<file path="src/rtl/sram_access_ctrl_if.sv">
// Request/response bus between a requester and sram_access_ctrl.
//   master modport : the requester side (drives req_*, rsp_ready)
//   slave modport  : the controller side (drives req_ready, rsp_*)
// Signals:
//   req_valid/req_ready : request handshake
//   req_we              : 1 = write, 0 = read
//   req_conf            : word width, 00 = 32b, 01 = 16b, 10 = 8b, 11 = illegal
//   req_addr            : [ROW_BITS+1:2] row, [1:0] sub-word select
//   req_wdata           : right-aligned write data
//   rsp_valid/rsp_ready : response handshake
//   rsp_rdata           : zero-extended read result
//   rsp_err             : illegal width requested
interface sram_access_ctrl_if #(
  parameter int ROW_BITS = 5
);
  logic                  req_valid;
  logic                  req_ready;
  logic                  req_we;
  logic [1:0]            req_conf;
  logic [ROW_BITS+1:0]   req_addr;
  logic [31:0]           req_wdata;
  logic                  rsp_valid;
  logic                  rsp_ready;
  logic [31:0]           rsp_rdata;
  logic                  rsp_err;

  modport master (
    output req_valid, req_we, req_conf, req_addr, req_wdata, rsp_ready,
    input  req_ready, rsp_valid, rsp_rdata, rsp_err
  );

  modport slave (
    input  req_valid, req_we, req_conf, req_addr, req_wdata, rsp_ready,
    output req_ready, rsp_valid, rsp_rdata, rsp_err
  );
endinterface

</file>
<file path="src/rtl/sram_access_ctrl.sv">
// Sequencer for one access to an SRAM row: precharge, wordline (with the
// write drivers for writes), sense, then a held response.
// Ports:
//   clk, rst_n            : clock, synchronous active-low reset
//   bus (slave)           : request/response handshake bus
//   row_addr              : row to the array decoder (0 outside PRE/ACT/SENSE)
//   pre_en/wl_en/wr_en/sae: precharge, wordline, write driver, sense-amp enables
//   mask_conf/mask_addr   : drive the 8-of-32 bitline-mask decoder
//   arr_wdata             : lane-replicated write data (0 outside ACT)
//   arr_rdata             : sensed row data, captured at the end of SENSE
// All outputs are registers; each state transition also loads the output
// values belonging to the state being entered.
module sram_access_ctrl #(
  parameter int ROW_BITS  = 5,  // row address width
  parameter int WL_CYCLES = 2   // wordline-active cycles per access (1..15)
) (
  input  logic                clk,
  input  logic                rst_n,
  sram_access_ctrl_if.slave   bus,
  output logic [ROW_BITS-1:0] row_addr,
  output logic                pre_en,
  output logic                wl_en,
  output logic                wr_en,
  output logic                sae,
  output logic [1:0]          mask_conf,
  output logic [1:0]          mask_addr,
  output logic [31:0]         arr_wdata,
  input  logic [31:0]         arr_rdata
);

  typedef enum logic [2:0] {
    IDLE  = 3'd0,
    PRE   = 3'd1,
    ACT   = 3'd2,
    SENSE = 3'd3,
    RESP  = 3'd4
  } state_t;

  state_t              state_reg;
  logic [3:0]          act_cnt_reg;

  // Request fields captured on acceptance, held until back in IDLE.
  logic [ROW_BITS-1:0] row_reg;
  logic [1:0]          conf_reg;
  logic [1:0]          sub_reg;
  logic                we_reg;
  logic [31:0]         wdata_reg;

  // Registered outputs.
  logic                req_ready_reg;
  logic                pre_en_reg;
  logic                wl_en_reg;
  logic                wr_en_reg;
  logic                sae_reg;
  logic [ROW_BITS-1:0] row_addr_reg;
  logic [1:0]          mask_conf_reg;
  logic [1:0]          mask_addr_reg;
  logic [31:0]         arr_wdata_reg;
  logic                rsp_valid_reg;
  logic [31:0]         rsp_rdata_reg;
  logic                rsp_err_reg;

  logic [31:0]         rep_wdata;

  // Sub-select bits the width does not use are forced to 0.
  function automatic logic [1:0] mask_sel(input logic [1:0] conf, input logic [1:0] sub);
    case (conf)
      2'b01:   return {1'b0, sub[0]};
      2'b10:   return sub;
      default: return 2'b00;
    endcase
  endfunction

  // Pick the addressed lane out of a full row word, zero-extended.
  function automatic logic [31:0] lane_extract(input logic [1:0] conf, input logic [1:0] sub,
                                               input logic [31:0] data);
    case (conf)
      2'b01:   return sub[0] ? {16'h0000, data[31:16]} : {16'h0000, data[15:0]};
      2'b10: begin
        case (sub)
          2'd0:    return {24'h000000, data[7:0]};
          2'd1:    return {24'h000000, data[15:8]};
          2'd2:    return {24'h000000, data[23:16]};
          default: return {24'h000000, data[31:24]};
        endcase
      end
      default: return data;
    endcase
  endfunction

  // Replicate the right-aligned write data into every lane so the bitline
  // mask alone decides which bits actually get written.
  generate
    for (genvar gi = 0; gi < 4; gi++) begin : g_lane
      always_comb begin
        case (conf_reg)
          2'b00:   rep_wdata[8*gi +: 8] = wdata_reg[8*gi +: 8];
          2'b01:   rep_wdata[8*gi +: 8] = wdata_reg[8*(gi%2) +: 8];
          default: rep_wdata[8*gi +: 8] = wdata_reg[7:0];
        endcase
      end
    end
  endgenerate

  always_ff @(posedge clk) begin
    if (!rst_n) begin
      state_reg     <= IDLE;
      act_cnt_reg   <= 4'd0;
      row_reg       <= '0;
      conf_reg      <= 2'b00;
      sub_reg       <= 2'b00;
      we_reg        <= 1'b0;
      wdata_reg     <= 32'h0;
      req_ready_reg <= 1'b0;
      pre_en_reg    <= 1'b0;
      wl_en_reg     <= 1'b0;
      wr_en_reg     <= 1'b0;
      sae_reg       <= 1'b0;
      row_addr_reg  <= '0;
      mask_conf_reg <= 2'b00;
      mask_addr_reg <= 2'b00;
      arr_wdata_reg <= 32'h0;
      rsp_valid_reg <= 1'b0;
      rsp_rdata_reg <= 32'h0;
      rsp_err_reg   <= 1'b0;
    end else begin
      case (state_reg)
        IDLE: begin
          // req_ready is a register, so it rises one cycle after reset
          // release or after a response completes.
          if (bus.req_valid && req_ready_reg) begin
            row_reg       <= bus.req_addr[ROW_BITS+1:2];
            conf_reg      <= bus.req_conf;
            sub_reg       <= bus.req_addr[1:0];
            we_reg        <= bus.req_we;
            wdata_reg     <= bus.req_wdata;
            req_ready_reg <= 1'b0;
            if (bus.req_conf == 2'b11) begin
              // Illegal width: answer straight away, never touch the array.
              state_reg     <= RESP;
              rsp_valid_reg <= 1'b1;
              rsp_err_reg   <= 1'b1;
              rsp_rdata_reg <= 32'h0;
            end else begin
              state_reg     <= PRE;
              pre_en_reg    <= 1'b1;
              row_addr_reg  <= bus.req_addr[ROW_BITS+1:2];
              mask_conf_reg <= bus.req_conf;
              mask_addr_reg <= mask_sel(bus.req_conf, bus.req_addr[1:0]);
            end
          end else begin
            req_ready_reg <= 1'b1;
          end
        end

        PRE: begin
          state_reg     <= ACT;
          act_cnt_reg   <= 4'(WL_CYCLES);
          pre_en_reg    <= 1'b0;
          wl_en_reg     <= 1'b1;
          wr_en_reg     <= we_reg;
          arr_wdata_reg <= rep_wdata;
        end

        ACT: begin
          if (act_cnt_reg <= 4'd1) begin
            act_cnt_reg   <= 4'd0;
            wr_en_reg     <= 1'b0;
            arr_wdata_reg <= 32'h0;
            if (we_reg) begin
              state_reg     <= RESP;
              wl_en_reg     <= 1'b0;
              row_addr_reg  <= '0;
              mask_conf_reg <= 2'b00;
              mask_addr_reg <= 2'b00;
              rsp_valid_reg <= 1'b1;
              rsp_rdata_reg <= 32'h0;
              rsp_err_reg   <= 1'b0;
            end else begin
              // Wordline stays up through SENSE.
              state_reg <= SENSE;
              sae_reg   <= 1'b1;
            end
          end else begin
            act_cnt_reg <= act_cnt_reg - 4'd1;
          end
        end

        SENSE: begin
          state_reg     <= RESP;
          wl_en_reg     <= 1'b0;
          sae_reg       <= 1'b0;
          row_addr_reg  <= '0;
          mask_conf_reg <= 2'b00;
          mask_addr_reg <= 2'b00;
          rsp_valid_reg <= 1'b1;
          rsp_rdata_reg <= lane_extract(conf_reg, sub_reg, arr_rdata);
          rsp_err_reg   <= 1'b0;
        end

        RESP: begin
          if (bus.rsp_ready) begin
            state_reg     <= IDLE;
            req_ready_reg <= 1'b1;
            rsp_valid_reg <= 1'b0;
            rsp_rdata_reg <= 32'h0;
            rsp_err_reg   <= 1'b0;
          end
        end

        default: state_reg <= IDLE;
      endcase
    end
  end

  assign bus.req_ready = req_ready_reg;
  assign bus.rsp_valid = rsp_valid_reg;
  assign bus.rsp_rdata = rsp_rdata_reg;
  assign bus.rsp_err   = rsp_err_reg;
  assign pre_en        = pre_en_reg;
  assign wl_en         = wl_en_reg;
  assign wr_en         = wr_en_reg;
  assign sae           = sae_reg;
  assign row_addr      = row_addr_reg;
  assign mask_conf     = mask_conf_reg;
  assign mask_addr     = mask_addr_reg;
  assign arr_wdata     = arr_wdata_reg;

endmodule

</file>
<file path="src/flat_wrapper.sv">
// flat-port wrapper written by rule: the top's interface ports become plain ports
module sram_access_ctrl_flat 
#(
  parameter int ROW_BITS  = 5,                      
  parameter int WL_CYCLES = 2                                               
)
  (clk, rst_n, row_addr, pre_en, wl_en, wr_en, sae, mask_conf, mask_addr, arr_wdata, arr_rdata, bus_req_valid, bus_req_we, bus_req_conf, bus_req_addr, bus_req_wdata, bus_rsp_ready, bus_req_ready, bus_rsp_valid, bus_rsp_rdata, bus_rsp_err);
  sram_access_ctrl_if #(.ROW_BITS(ROW_BITS)) bus_i ();
  input  logic clk;
  input  logic rst_n;
  output logic [ROW_BITS-1:0] row_addr;
  output logic pre_en;
  output logic wl_en;
  output logic wr_en;
  output logic sae;
  output logic [1:0] mask_conf;
  output logic [1:0] mask_addr;
  output logic [31:0] arr_wdata;
  input  logic [31:0] arr_rdata;
  input wire logic [$bits(bus_i.req_valid)-1:0] bus_req_valid;
  input wire logic [$bits(bus_i.req_we)-1:0] bus_req_we;
  input wire logic [$bits(bus_i.req_conf)-1:0] bus_req_conf;
  input wire logic [$bits(bus_i.req_addr)-1:0] bus_req_addr;
  input wire logic [$bits(bus_i.req_wdata)-1:0] bus_req_wdata;
  input wire logic [$bits(bus_i.rsp_ready)-1:0] bus_rsp_ready;
  output wire logic [$bits(bus_i.req_ready)-1:0] bus_req_ready;
  output wire logic [$bits(bus_i.rsp_valid)-1:0] bus_rsp_valid;
  output wire logic [$bits(bus_i.rsp_rdata)-1:0] bus_rsp_rdata;
  output wire logic [$bits(bus_i.rsp_err)-1:0] bus_rsp_err;
  assign bus_i.req_valid = bus_req_valid;
  assign bus_i.req_we = bus_req_we;
  assign bus_i.req_conf = bus_req_conf;
  assign bus_i.req_addr = bus_req_addr;
  assign bus_i.req_wdata = bus_req_wdata;
  assign bus_i.rsp_ready = bus_rsp_ready;
  assign bus_req_ready = bus_i.req_ready;
  assign bus_rsp_valid = bus_i.rsp_valid;
  assign bus_rsp_rdata = bus_i.rsp_rdata;
  assign bus_rsp_err = bus_i.rsp_err;
  sram_access_ctrl #(.ROW_BITS(ROW_BITS), .WL_CYCLES(WL_CYCLES)) u_core (.clk(clk), .rst_n(rst_n), .bus(bus_i), .row_addr(row_addr), .pre_en(pre_en), .wl_en(wl_en), .wr_en(wr_en), .sae(sae), .mask_conf(mask_conf), .mask_addr(mask_addr), .arr_wdata(arr_wdata), .arr_rdata(arr_rdata));
endmodule
</file>
<file path="config.mk">
export PLATFORM = sky130hd
export DESIGN_NAME = sram_access_ctrl_flat
export DESIGN_NICKNAME = d
export VERILOG_FILES = /design/src/rtl/sram_access_ctrl_if.sv /design/src/rtl/sram_access_ctrl.sv /design/src/flat_wrapper.sv
export SDC_FILE = /design/constraint.sdc
export NUM_CORES = 1
export LEC_CHECK = 0
export CORE_UTILIZATION = 48
export DETAILED_ROUTE_END_ITERATION = 7
export PLACE_DENSITY = 0.81
export SLEW_MARGIN = 25
export SYNTH_ARGS = -nofsm -noshare
export SYNTH_HDL_FRONTEND = slang
export SYNTH_SLANG_ARGS = --single-unit
</file>
<file path="constraint.sdc">
create_clock -name clk -period 2.5 [get_ports clk]
set_input_delay 0.5 -clock clk [delete_from_list [all_inputs] [get_ports clk]]
set_output_delay 0.5 -clock clk [all_outputs]
set_load 0.02 [all_outputs]
</file>
* After elaboration in Yosys (flattened, before gate mapping)
Cells that the tools add are included.
Storage, ports and cells: register bits after elaboration 124, latch bits 0, bits in writable memories 0, bits in read-only memories 0, input port bits 78, output and inout bits 80, logic and storage cells 116, memories 0
Operators by class: add/sub/neg operators 1, multipliers 0, div/mod/pow operators 0, magnitude comparators 1, equal/unequal tests 18, shift operators 0, muxes and demuxes 57, bitwise logic cells 0, reduce and logical (&&, ||, !) cells 21
Operators by type and width (count):
- $mux W32 | 6
- $pmux W32 S2 | 2
- $pmux W32 S4 | 1
- $pmux W8 S3 | 1
- $mux W5 | 4
- $mux W16 | 1
- $mux W8 | 2
- $pmux W8 S2 | 1
- $mux W3 | 5
- $pmux W3 S5 | 1
- $pmux W5 S3 | 1
- $mux W1 | 14
- $mux W2 | 6
- $pmux W2 S3 | 2
- $reduce_and A3 Y1 | 4
- $eq A2 B2 Y1 const B | 4
- $ne A2 B1 Y1 const B | 4
- $pmux W1 S2 | 4
- $pmux W1 S4 | 2
- $pmux W4 S2 | 1
- $reduce_bool A2 Y1 | 4
- $eq A2 B1 Y1 const B | 3
- $eq A3 B2 Y1 const B | 2
- $ne A2 B2 Y1 const B | 3
- 16 further kinds | 20

* Longest topological paths before layout
Gate-level depths: netlist of run 1.
depth in word-level cells 5, gate-level depth with buffers 9, mapped depth without buffers 6

* Least setup slack after synthesis of run 1
Ideal clock, no wire load.
path type register to register, from register u_core.conf_reg[1], to register u_core.rsp_rdata_reg[7], in the netlist u_core.bus.rsp_rdata[7], setup time 0.117 ns, data arrival time 2.053 ns, path slack 0.330 ns, stages on the path, launching flop included 8, buffers on the path 2, clock period less this slack 2.170 ns, cell sequence dfxtp_1 > clkbuf_1 > inv_1 > ha_1 > clkbuf_1 > clkinv_1 > a221o_1 > a32o_1
Between the ends: longest elaborated chain between the ends 3
Ends and longest elaborated chain:
- start: declaration | line sram_access_ctrl.sv:44 | logic [1:0] conf_reg;
- start signal: assignment | line sram_access_ctrl.sv:133 | conf_reg <= bus.req_conf;
- $eq A2 B2 Y1 or $eq A2 B1 Y1 (tied branches)
- $pmux W32 S2 (*) | line sram_access_ctrl.sv:77 | case (conf)
- $pmux W32 S4 (*) | line sram_access_ctrl.sv:127 | case (state_reg)
- end signal: assignment | line sram_access_ctrl.sv:197 | rsp_rdata_reg <= lane_extract(conf_reg, sub_reg, arr_rdata);
- end: declaration | line sram_access_ctrl.sv:60 | logic [31:0] rsp_rdata_reg;
Mark *: on every way between the ends. The rest lies on a longest branch, timed or not. A chain may end at the register's enable or synchronous reset.

* Worst setup path in the final report of run 1
from register u_core.act_cnt_reg[0], to register u_core.arr_wdata_reg[29], in the netlist u_core.arr_wdata[29]
Between the ends: longest elaborated chain between the ends 3
Ends and longest elaborated chain:
- start: declaration | line sram_access_ctrl.sv:40 | logic [3:0] act_cnt_reg;
- start signal: assignment | line sram_access_ctrl.sv:158 | act_cnt_reg <= 4'(WL_CYCLES);
- start signal: assignment | line sram_access_ctrl.sv:185 | act_cnt_reg <= act_cnt_reg - 4'd1;
- $le A4 B1 Y1 | line sram_access_ctrl.sv:166 | if (act_cnt_reg <= 4'd1) begin
- $ne A2 B1 Y1 (no source line)
- $reduce_and A2 Y1 (no source line)
- end signal: assignment | line sram_access_ctrl.sv:162 | arr_wdata_reg <= rep_wdata;
- end: declaration | line sram_access_ctrl.sv:58 | logic [31:0] arr_wdata_reg;
No other way between the ends.

==> metrics, run 1 <==
CP max FO=33; Pre-Repair DR Iteration Count=5; CTS tree=yes; Synth Register Bits=roughly 120; leakage=2.842 nW; clk_lat worst skew=420 ps; status=finished clean; met3 wire len=1.091 mm; CTS Buf Count=17; # nets final=852; antenna-violating nets left=0; Top Layer Used=met4; fin cells=919; largest cells by area after synthesis=dfxtp_1 45%, mux2i_1 7.1%, nand2_1 6.7%, a21oi_1 6.5%, o2bb2ai_1 4.0%; synth warn=0; final number of setup-violating endpoints=0; DRC=0; Post-synth EDFFs=0; Hold Vio Cnt, Final=0; clock tree buffer depth=2; Worst Hold Launch=u_core.wdata_reg[16]; die area=about 0.012 sq mm; pin count of the biggest net entering global routing=47; Slew Limit Fails=0; Peak VDD IR=0.0005824 V; vias in the first global route=5205; CP Launch Point=u_core.act_cnt_reg[0]; syn_nets=704; initial core utilization=49.75%; layout cells sized above 1=8.601%; core footprint=0.01098 sq mm; Worst R2R Start=u_core.act_cnt_reg[0]; Setup Fix Bufs, Post-CTS=0; Placement Rows=38; root buffer cell=clkbuf_16; IO Count=~160; FMAX=507.9 MHz; post-cts hold buffer count=0; Die H=between 100 and 150 um; crit path kind=flip-flop to flip-flop; via count=5291; overflow left after global routing=0; # diodes=0; Area Growth Syn to Fin=42.57%; RSZ-0062 raised after global routing=false; first-pass GRT wire length=25.59 mm; Final Critical Period=around 2000 ps; die extent in x=between 100 and 150 um; CP startpoint kind=flip-flop; power per cell area=820.4 mW/mm^2; setup slack, reg-to-reg=530 ps; Worst Hold Class=flip-flop to flip-flop; WL final=~16 mm; ys flop type=dfxtp_1; port bufs=157; clk slew on worst S/H paths=approximately 60 ps; post-DP HPWL=10.96 mm; Iter 0 DRT Violations=between 300 and 400; post-placement cell area=0.007174 sq mm; sequential share of the synthesized area=roughly 45%; Period Utilization, post-route=78.76%; H-tree Lvls=4; DR vias/cell=5.757; Slew HR=50.22%; Worst EP required=2860 ps; Post-synth ARST share=0%; Post-Synthesis Cells=618; total negative slack=0 ps; CTS Sinks=124; fin area=roughly 0.0078 sq mm; Least-Margin Pin Slew=745.7 ps; Post-CTS Resized=0; Crit path arrival time=about 2300 ps; maxcap violations=0; met1 WL=roughly 6.9 mm; initial antenna violation count=0; average wire per standard cell=17.58 um; Final Skew=9.591 ps; number of distinct library cells after synthesis=53; total track usage=27.95%; Synth area leader=dfxtp_1; Crit. End Element=flip-flop; # placed instances=about 890; Mapped Area=roughly 0.0055 sq mm; met2 routed WL=7.728 mm; Synth Area per Inst=about 8.8 sq um; GP Congestion=roughly 0.87; share of the synthesized area in the top cell type=45.43%
[where the power goes]
group          internal, mW  leakage [nW]  switching, mW  total (mW)
sequential             2.14          1.00          0.177        2.32
clock                  1.59         0.299          0.970        2.56
combinational         0.613          1.54          0.903        1.52
[critical path: stages, from the launching register on]
cell and delay, ps:
dfxtp_1 400, inv_1 60, ha_1 220, or2_2 350, a31oi_2 180, buf_4 360, o2bb2ai_1 170, and2_1 150
[kinds of logic after synthesis]
family	after synthesis	share of synthesized area [%]
buf+inv	58	4.648
compound gates	183	22.85
fa+ha+maj	8	1.832
flops	124	45.43
simple gates	206	18.09
mux	39	7.144
[final timing paths]
| check | endpoint | depth (start not counted) |
|---|---|---|
| worst max-delay path | u_core.arr_wdata[29] | 7 |
| worst min-delay path | u_core.wdata_reg[16] | 2 |
| worst max register to register | u_core.arr_wdata[29] | 7 |
| worst min register to register | u_core.wdata_reg[16] | 2 |
[layer usage]
metal	vias to the layer above	track usage [%]
met5	-	0
met4	0	11.68
met3	46	6.276
met2	247	45.93
met1	2501	35.28
li1	2497	-
[metrics by stage]
| step | setup WS [ps] | power [mW] | utilization, % | hold slack (ps) |
|---|---|---|---|---|
| 2_1_floorplan | 329.9 | 3.276 | - | 436.0 |
| 3_3_place_gp | 258.3 | 3.794 | 65.32 | 442.3 |
| 3_5_place_dp | 207.3 | 3.835 | 65.32 | 447.9 |
| 4_1_cts | 542.6 | 6.374 | 70.93 | 455.4 |
| 5_1_grt | 406.7 | 6.636 | 70.93 | 478.7 |
| 6_report | 531.0 | 6.391 | 70.93 | 451.8 |
[cell usage in the layout (no fill, tap or decap), drive strengths merged, types with 10 or more instances in the layout]
master	netlist	layout
inv	11	15
buf	22	18
mux2i	39	39
a22oi	10	10
nand2b	11	11
clkbuf	24	17
a22o	23	23
clkdlybuf4s50	0	157
dfxtp	124	124
nor2	51	51
a21oi	71	71
o21ai	21	21
nand2	97	97
o2bb2ai	25	25
[synth_stat cells (all sizes together), types with 8 or more instances]
| cell type | number |
|---|---|
| o21ai | 21 |
| buf | 22 |
| nand2b | 11 |
| nand4 | 9 |
| and2 | 8 |
| inv | 11 |
| a21oi | 71 |
| mux2i | 39 |
| nand2 | 97 |
| dfxtp | 124 |
| ha | 8 |
| o2bb2ai | 25 |
| a22o | 23 |
| clkbuf | 24 |
| a22oi | 10 |
| nor2 | 51 |
| nor3 | 8 |
[final cells by class]
type / instances / area (sq um)
Multi-Input combinational cell: 436 / 2740
Inverter: 12 / 45.04
Clock buffer: 17 / 425.4
Tap cell: 140 / 175.2
Timing Repair Buffer: 175 / 1732
Fill cell: 814 / 3193
Clock inverter: 15 / 190.2
Sequential cell: 124 / 2482
(Power assumes the default switching activity.)
==> run 2, diff against run 1 <==
- CORE_UTILIZATION: 48 -> 43
- PLACE_DENSITY: 0.81 -> 0.76
- clock period: 2.5 -> 1.78 ns (I/O delays scaled with it)
==> run 2 against run 1 <==
  * Critical path depth increased by 1
  * Sequential cell count unchanged
  * Via count increased by 2.8%
  * Power increased by 47%
  * Sequential power increased by 39%
  * Maximum frequency increased by 11%
  * Combinational power increased by 76%
  * Register-to-register slack got worse by 530 ps
==> metrics, run 2 (synthesis results as in run 1) <==
status=finished clean (unchanged); clock tree buffer depth=2 (unchanged); post-DP HPWL=11.61 mm (was 10.96 mm); Iter 0 DRT Violations=397 (was 331); Reg power frac=34.2% (was 36.3%); Final Critical Period=1777 ps (was 1969 ps); crit path kind=flip-flop to flip-flop (unchanged); die extent in x=114.7 um (was 108.7 um); Clk pwr share=37.3% (was 40.0%); # diodes=0 (unchanged); initial antenna violation count=0 (unchanged); via count=5437 (was 5291); root buffer cell=clkbuf_16 (unchanged); DRC=0 (unchanged); Crit. End Element=flip-flop (unchanged); CTS tree=yes (unchanged); Least-Margin Pin Slew=498.7 ps (was 745.7 ps); CP startpoint kind=flip-flop (unchanged); DR vias/cell=5.525 (was 5.757); Slew HR=65.90% (was 50.22%); port bufs=157 (unchanged); clk_lat worst skew=430 ps (was 420 ps); most common cell after layout, fill and taps aside=clkdlybuf4s50_1 (unchanged); initial core utilization=44.74% (was 49.75%); core footprint=0.01221 sq mm (was 0.01098 sq mm); power per cell area=1126 mW/mm^2 (was 820.4 mW/mm^2); Psw=2.989 mW (was 2.050 mW); layout cells sized above 1=15.56% (was 8.601%); M3 GR Usage=6.935% (was 6.276%); pin count of the biggest net entering global routing=38 (was 47); Die H=114.7 um (was 108.7 um); overflow left after global routing=0 (unchanged); logic gate share of total power=28.4% (was 23.7%); final number of setup-violating endpoints=0 (unchanged); Crit path arrival time=2130 ps (was 2330 ps); maxcap violations=0 (unchanged); busiest grt layer=met2 (unchanged); total power=9.419 mW (was 6.391 mW); CP max FO=8 (was 33); Critical-path top delay cell=dfxtp_2 (was dfxtp_1); antenna-violating nets left=0 (unchanged); # nets final=890 (was 852); first-pass GRT wire length=26.97 mm (was 25.59 mm); crit-path cells=inv_2 -> ha_4 -> or2_4 -> a21o_4 -> a31oi_4 -> buf_6 -> buf_16 -> o2bb2ai_1 (was inv_1 -> ha_1 -> or2_2 -> a31oi_2 -> buf_4 -> o2bb2ai_1 -> and2_1); GP Congestion=0.8567 (was 0.8684); FMAX=562.9 MHz (was 507.9 MHz); RSZ-0062 raised after global routing=true (was false); average wire per standard cell=17.64 um (was 17.58 um); P_int=6.430 mW (was 4.341 mW); die area=0.01316 sq mm (was 0.01181 sq mm); CTS Sinks=124 (unchanged); Final Skew=7.795 ps (was 9.591 ps); Placement Rows=40 (was 38); Slew Limit Fails=0 (unchanged); # placed instances=945 (was 887); Crit path largest cell delay=350 ps (was 400 ps); Hold Vio Cnt, Final=0 (unchanged); IO Count=158 (unchanged); total track usage=26.78% (was 27.95%); clk slew on worst S/H paths=60 ps (about the same); GRT met1 Usage=32.07% (was 35.28%); CTS Buf Count=17 (unchanged); WL final=17.36 mm (was 16.15 mm); fin cells=984 (was 919); Peak VDD IR=0.0007112 V (was 0.0005824 V); H-tree Lvls=4 (unchanged); switching share of power=31.73% (was 32.08%); Period Utilization, post-route=99.81% (was 78.76%); Pre-Repair DR Iteration Count=5 (unchanged); vias in the first global route=5430 (was 5205); Area Growth Syn to Fin=53.15% (was 42.57%); highest-count cells in the layout ignoring fill and taps=141 x clkdlybuf4s50_1, 119 x dfxtp_1, 97 x nand2_1 (was 157 x clkdlybuf4s50_1, 124 x dfxtp_1, 97 x nand2_1); Worst Hold Class=flip-flop to flip-flop (unchanged); final hold slack=450.6 ps (was 451.8 ps); leakage=3.336 nW (was 2.842 nW); met2 Use GR=45.01% (was 45.93%); Worst EP required=2140 ps (was 2860 ps)
run 2: changes by cell type in the layout (fill, tap and decap cells not counted), moves of 5 or more:
cell	previous run	this run
buf_4	16	43
clkdlybuf4s50_1	157	141
dfxtp_1	124	119
dlymetal6s2s_1	0	13
o21ai_0	19	12
o2bb2ai_1	25	19
o2bb2ai_2	0	6
run 2: area by class of cell:
class / count / area [sq um]
inverters: 12 / 47.55
multi-input cells: 436 / 2836
clock buffers: 18 / 429.2
well taps: 168 / 210.2
clock inverters: 13 / 168.9
flip-flops and latches: 124 / 2491
repair buffers: 213 / 2185
fillers: 953 / 3844
run 2: what timing repair did:
action                     4_1_cts  5_1_grt
setup buffers                    6        0
cloned                           3        1
hold buffers                     0        0
gates resized for setup         20       40
setup endpoints to repair       41       66
pin swaps                        3        9
run 2: worst max-delay path, delay by kind of cell (launching register included):
family / cells / cell delay [ps]
AO/OA/AOI/OAI: 3 / 570
buffers and inverters: 3 / 370
adder cells (fa/ha/maj): 1 / 150
flip-flops: 1 / 350
AND/OR/NAND/NOR: 1 / 250
run 2: power groups by stage:
stage	registers [mW]	clock network, mW	logic, mW
after floorplan	3.30	0	1.31
after global routing	3.25	3.66	2.87
after detailed placement	3.26	0	2.43
after global placement	3.25	0	2.38
final	3.22	3.52	2.68
after CTS	3.21	3.54	2.59
run 2: final timing paths:
check / end / cells past startpoint / start / slack [ps]
worst max-delay path: u_core.bus.rsp_rdata[6] / 8 / u_core.act_cnt_reg[0] / 3
worst min register to register: u_core.mask_conf[1] / 2 / u_core.mask_conf[1] / 450
worst max register to register: u_core.bus.rsp_rdata[6] / 8 / u_core.act_cnt_reg[0] / 3
worst min-delay path: u_core.mask_conf[1] / 2 / u_core.mask_conf[1] / 450
run 2: through the flow:
stage,TNS (ps),instance area (sq um),setup WS [ps],utilization [%]
finish,0,8368,3.461,68.52
floorplan,-234.2,5483,-17.23,-
global placement,-5457,7498,-176.2,61.40
global route,-417.1,8368,-32.84,68.52
detailed placement,-8201,7498,-241.8,61.40
CTS,0,8248,3.025,67.54
run 2: per-layer routing:
layer / wire (um) / up-vias
met2: 8560 / 235
met4: 345 / 0
met3: 1122 / 26
li1: - / 2583
met1: 7333 / 2593
met5: 0 / -
==> run 3, diff against run 2 <==
- CTS_CLUSTER_DIAMETER: not set -> 40
==> results of run 3 <==
Final layout, timing and power as in run 2 (identical DEF).
